**src/rtl/uart_tx_queue.sv**
```systemverilog
`default_nettype none
// ============================================================================
// Module   : uart_tx_queue
// Purpose  : Byte FIFO plus transmit sequencer placed in front of the osdvu
//            uart core. Producers push bytes with a one-cycle strobe. Queued
//            bytes are handed to the UART one at a time, handshaking on
//            is_transmitting, so a transmit pulse is never issued while the
//            UART is busy.
// Ports    : clk, rst                - clock, synchronous active-high reset
//            wr_en, wr_data          - push strobe and byte
//            full, empty, count      - registered occupancy status
//            overflow/clear_overflow - sticky dropped-write flag and its clear
//            busy                    - sequencer active or queue non-empty
//            uart_transmit           - one-cycle start pulse to uart.transmit
//            uart_tx_byte            - byte presented to uart.tx_byte
//            uart_is_transmitting    - busy flag from the uart
// Revision : 1.0 - initial release
// ============================================================================
module uart_tx_queue #(
    parameter int DEPTH_LOG2  = 4,
    parameter int GAP_CYCLES  = 0,
    parameter int ACK_TIMEOUT = 15
) (
    input  logic                  clk,
    input  logic                  rst,
    input  logic                  wr_en,
    input  logic [7:0]            wr_data,
    output logic                  full,
    output logic                  empty,
    output logic [DEPTH_LOG2:0]   count,
    output logic                  overflow,
    input  logic                  clear_overflow,
    output logic                  busy,
    output logic                  uart_transmit,
    output logic [7:0]            uart_tx_byte,
    input  logic                  uart_is_transmitting
);

    localparam int                  c_depth      = 1 << DEPTH_LOG2;
    localparam logic [DEPTH_LOG2:0] c_full_count = {1'b1, {DEPTH_LOG2{1'b0}}};
    localparam logic [DEPTH_LOG2:0] c_cnt_one    = {{DEPTH_LOG2{1'b0}}, 1'b1};
    localparam logic [DEPTH_LOG2-1:0] c_ptr_one  = {{(DEPTH_LOG2-1){1'b0}}, 1'b1};
    // Last timer value of each timed state; the timer restarts at 0 on entry.
    localparam logic [15:0] c_ack_last = 16'(ACK_TIMEOUT - 1);
    localparam logic [15:0] c_gap_last = 16'((GAP_CYCLES == 0) ? 0 : GAP_CYCLES - 1);

    typedef enum logic [2:0] {
        ST_IDLE      = 3'd0,
        ST_START     = 3'd1,
        ST_WAIT_ACK  = 3'd2,
        ST_WAIT_DONE = 3'd3,
        ST_GAP       = 3'd4
    } state_t;

    state_t                  r_state;
    state_t                  w_state_next;
    logic [15:0]             r_timer;
    logic [7:0]              r_mem [c_depth];
    logic [DEPTH_LOG2-1:0]   r_wr_ptr;
    logic [DEPTH_LOG2-1:0]   r_rd_ptr;
    logic [DEPTH_LOG2:0]     r_count;
    logic [DEPTH_LOG2:0]     w_count_next;
    logic                    r_full;
    logic                    r_empty;
    logic                    r_overflow;
    logic [7:0]              r_tx_byte;
    logic                    w_push;
    logic                    w_pop;

    // Acceptance looks at the registered full flag only, so a write against a
    // full queue is dropped even when a pop happens in the same cycle.
    assign w_push = wr_en && !r_full;
    assign w_pop  = (r_state == ST_START);

    always_comb begin
        w_count_next = r_count;
        if (w_push && !w_pop) begin
            w_count_next = r_count + c_cnt_one;
        end else if (!w_push && w_pop) begin
            w_count_next = r_count - c_cnt_one;
        end
    end

    // Storage contents need no reset; only pointers define validity.
    always_ff @(posedge clk) begin
        if (w_push) begin
            r_mem[r_wr_ptr] <= wr_data;
        end
    end

    always_ff @(posedge clk) begin
        if (rst) begin
            r_wr_ptr   <= '0;
            r_rd_ptr   <= '0;
            r_count    <= '0;
            r_full     <= 1'b0;
            r_empty    <= 1'b1;
            r_overflow <= 1'b0;
        end else begin
            if (w_push) begin
                r_wr_ptr <= r_wr_ptr + c_ptr_one;
            end
            if (w_pop) begin
                r_rd_ptr <= r_rd_ptr + c_ptr_one;
            end
            r_count <= w_count_next;
            r_full  <= (w_count_next == c_full_count);
            r_empty <= (w_count_next == '0);
            // A drop in the same cycle as a clear keeps the flag set.
            if (wr_en && r_full) begin
                r_overflow <= 1'b1;
            end else if (clear_overflow) begin
                r_overflow <= 1'b0;
            end
        end
    end

    always_comb begin
        w_state_next = r_state;
        case (r_state)
            ST_IDLE: begin
                if (!r_empty && !uart_is_transmitting) begin
                    w_state_next = ST_START;
                end
            end
            ST_START: begin
                w_state_next = ST_WAIT_ACK;
            end
            ST_WAIT_ACK: begin
                if (uart_is_transmitting) begin
                    w_state_next = ST_WAIT_DONE;
                end else if (r_timer == c_ack_last) begin
                    // Byte is considered consumed; no retry.
                    w_state_next = ST_GAP;
                end
            end
            ST_WAIT_DONE: begin
                if (!uart_is_transmitting) begin
                    w_state_next = ST_GAP;
                end
            end
            ST_GAP: begin
                if (r_timer == c_gap_last) begin
                    w_state_next = ST_IDLE;
                end
            end
            default: begin
                w_state_next = ST_IDLE;
            end
        endcase
    end

    always_ff @(posedge clk) begin
        if (rst) begin
            r_state   <= ST_IDLE;
            r_timer   <= 16'd0;
            r_tx_byte <= 8'd0;
        end else begin
            r_state <= w_state_next;
            // One shared timer, restarted on every state change.
            if (w_state_next != r_state) begin
                r_timer <= 16'd0;
            end else begin
                r_timer <= r_timer + 16'd1;
            end
            // Head is captured on the way into START so the byte is already
            // valid during the transmit pulse; it then holds until the next one.
            if (r_state == ST_IDLE && w_state_next == ST_START) begin
                r_tx_byte <= r_mem[r_rd_ptr];
            end
        end
    end

    assign full          = r_full;
    assign empty         = r_empty;
    assign count         = r_count;
    assign overflow      = r_overflow;
    assign busy          = (r_state != ST_IDLE) || !r_empty;
    assign uart_transmit = (r_state == ST_START);
    assign uart_tx_byte  = r_tx_byte;

endmodule
`default_nettype wire
```
**config.mk**
```make
export PLATFORM = sky130hd
export DESIGN_NAME = uart_tx_queue
export DESIGN_NICKNAME = d
export VERILOG_FILES = /design/src/rtl/uart_tx_queue.sv
export SDC_FILE = /design/constraint.sdc
export NUM_CORES = 1
export LEC_CHECK = 0
export ABC_AREA = 1
export CAP_MARGIN = 20
export CORE_AREA = 5 5 117 119
export CTS_CLUSTER_SIZE = 40
export DETAILED_ROUTE_END_ITERATION = 8
export DIE_AREA = 0 0 122 124
export PLACE_DENSITY = 0.84
export SETUP_SLACK_MARGIN = 0.2
export SKIP_CTS_REPAIR_TIMING = 1
export SYNTH_ARGS = -nofsm -noshare
export SYNTH_HDL_FRONTEND = slang
export SYNTH_SLANG_ARGS = --single-unit
```
**constraint.sdc**
```tcl
create_clock -name clk -period 2.1 [get_ports clk]
set_clock_uncertainty 0.15 [all_clocks]
set_input_delay 0.21 -clock clk [delete_from_list [all_inputs] [get_ports clk]]
set_output_delay 0.21 -clock clk [all_outputs]
set_load 0.01 [all_outputs]
```
==> metrics.yaml <==
setup_path:
  slowest_delay_ps: 530
  reg2reg_to: "uart_tx_byte[3]"
  cp_max_fo: 6
  worstPathRequired_ps: 1740
  startpoint: "r_state[2]"
  cp-end-kind: "primary output"
  crit_end: "uart_transmit"
  path_class: "reg -> out"
  critPathSlowestCell: "clkdlybuf4s50_1"
  cp.arrival_ps: 1600
  regToRegSetupSlack_ps: 330
  start_kind: "register"
  crit_chain: "inv_2 > nand3_4 > inv_4 > clkdlybuf4s50_1"
  r2r-start: "r_rd_ptr[2]"
  reg2reg_depth: 6
timing:
  min_period_ps: 1960
  fmaxAchievable_ghz: 0.510
  maxSlewHeadroom_pct: 51.8
  maxSlewViolCount: 0
  rsz0062_at_grt: "true"
  worst_pin_slew_ps: 721
  fin_crit_sh_pct: 93.3
  fin_tns_setup_ps: 0
  setup_viol: 0
  finalHoldViolCount: 0
synth:
  synthMuxAreaShare_pct: 0
  yosys.area.top_type: "edfxtp_1"
  yosys-top-cells-count: "128 x edfxtp_1, 116 x nor2_1, 83 x nand2_1"
  async_flop_share_pct: 0
  synth_cell_types: 30
  syn-num-nets: 732
  synth_top_family_by_area: "simple AND/OR/NAND/NOR gates"
  syn-cell-area_sq_um: 7340
  synthTopCellsByArea: "edfxtp_1 52%, dfxtp_1 12%, nor2_1 5.9%"
  ys_ff_latch: 171
  ys_seq_area_share_pct: 64.1
  yosys_warnings: 0
  synth_compound_area_share_pct: 10.1
  synthAdderAreaFrac_pct: 1.70
  postSynthCellCount: 709
  synthFlopType: "edfxtp_1"
  synth.avg_cell_area_sq_um: 10.4
  synth-simple-area-share_pct: 16.7
  yosysMostFrequentCell: "edfxtp_1"
  synth_top_cell_area_share_pct: 52.3
  synth_edf_count: 128
  synthXorXnorAreaFrac_pct: 1.91
cells_and_area:
  num-nets-final: 790
  fin_area_sq_um: 8700
  final_layout_size_suffix_gt1_share_pct: 12.8
  fillers: 832
  synthToLayoutAreaGrowth_pct: 18.4
  antenna_cells: 0
power_and_ir_drop:
  p_int_mw: 6.16
  powerDensity_nw_per_um2: 963
  clockPowerShare_pct: 40.0
  ir_worst_vdd_uv: 1210
  p_switching_mw: 2.22
  switching_share_pct: 26.5
  p_comb_share_pct: 14.0
  leakage_nw: 3.19
  sequentialPowerShare_pct: 46.0
global_route:
  grt-ovfl-total: 0
  grt_pass1_vias: 5236
  grt_max_degree: 43
  grt_use_total_pct: 23.2
  grt_pass1_wl_microns: 26300
  antenna_found_initial: 0
clock_tree:
  clk_pin_slew_worst_paths_ps: 70
  htree_levels: 4
  cts_root_buf: "clkbuf_16"
  cts.sinks: 171
  clockBufferDepth: 2
  cts_buffers: 17
  clk_latency_ps: 430
  cts_tree: "yes"
detailed_routing:
  vias: 5415
  dr.pass1.iters: 7
  drt.antenna.violating_nets: 0
  drt_iter0_drc: 626
  drc: 0
  wl_microns: 17000
  wl_per_cell_microns: 17.8
  vias_per_cell: 5.69
floorplan:
  rows: 41
  die_w_microns: 122
  io_pins: 31
  start_util_pct: 58.9
  fp.dieH_microns: 124
  dieArea_sq_um: 15100
  core_area_sq_um: 12500
placement:
  gp_congestion: 1.01
  placed_cell_area_sq_um: 8000
  hpwl_microns: 10800
  port_buffers: 30
worst_hold_path:
  hp-class: "in -> reg"
outcome:
  run_status: "finished clean"
job:
  max_cap_violations: 0
## per-stage QoR
stage	hold WS, ps	cells	setup slack [ps]	util, %	total power [mW]
detailed placement	300	918	29.4	64.2	5.04
floorplan	159	709	214	-	4.59
finish	268	952	140	69.8	8.37
global placement	288	918	133	64.2	4.99
CTS	242	950	-127	69.3	8.36
global route	248	952	83.9	69.8	8.69
## worst max-delay path, delay by kind of cell, from the launching register on
family,cells,cell delay [ps]
DFF,1,360
and+or+nand+nor,1,90
buffers and inverters,3,720
## state kept, by name, indices dropped and copies added (netlist names)
signal,count
count,5
empty,1
full,1
overflow,1
r_mem,128
r_rd_ptr,4
r_state,3
r_timer,16
r_wr_ptr,4
uart_tx_byte,8
## routing by layer
metal  vias up  global-route usage, %  wire length [microns]
met5         -                      0                      0
met4         0                   8.68                    399
met3        42                   5.31                   1340
met2       279                   40.7                   8860
met1      2550                   28.2                   6370
li1       2544                      -                      -
## kinds of logic (layout without fill, tap and decap cells)
group,Yosys count,count (layout)
buf+inv,103,173
compound gates,127,127
flops,171,171
simple gates,282,283
fa+ha+maj,10,10
xor+xnor,16,16
## power groups by stage
stage / combinational, mW / clock [mW] / sequential (mW)
after floorplan: 0.667 / 0 / 3.92
after global placement: 1.08 / 0 / 3.91
after detailed placement: 1.12 / 0 / 3.92
after CTS: 1.14 / 3.38 / 3.85
after global routing: 1.29 / 3.54 / 3.86
final: 1.17 / 3.35 / 3.85
## final cells by class
type	instances	area, sq um	share of cell area, %
inverter	76	290	3.34
tap	172	215	2.47
clock buffer	18	439	5.05
sequential	171	4710	54.2
clock inverter	14	198	2.27
timing repair buffer	65	589	6.78
multi-input combinational	436	2250	25.9
## placed cells by master, fill, tap and decap left out, types with 2 or more instances in the layout
cell and count:
o211ai_1 33, clkdlybuf4s50_1 29, dfxtp_1 38, clkinv_1 2, clkbuf_16 17, dfxtp_2 4, nor2_1 114, edfxtp_1 128
o21ai_1 3, inv_8 3, ha_1 10, inv_6 4, nand2_1 83, bufinv_16 3, xor2_1 10, nand4_1 7
o21a_1 8, buf_4 32, inv_1 67, nand2_2 2, o21ai_0 57, inv_2 5, nand3_1 49, nor2_4 3
nor3_1 8, xnor2_1 6, nand2_4 2, inv_4 2, clkinv_4 2, a21oi_1 25, nor2_2 12
## worst min-delay path by stage
stage          startpoint     endpoint  slack [ps]  cells after the start
5_1_grt             wr_en     overflow         250                      3
3_5_place_dp   r_timer[0]   r_timer[0]         300                      1
6_report            wr_en     overflow         270                      3
4_1_cts             wr_en     overflow         240                      3
2_1_floorplan  wr_data[0]  r_mem[0][0]         160                      0
3_3_place_gp   r_timer[0]   r_timer[0]         290                      1
(Power assumes the default switching activity.)
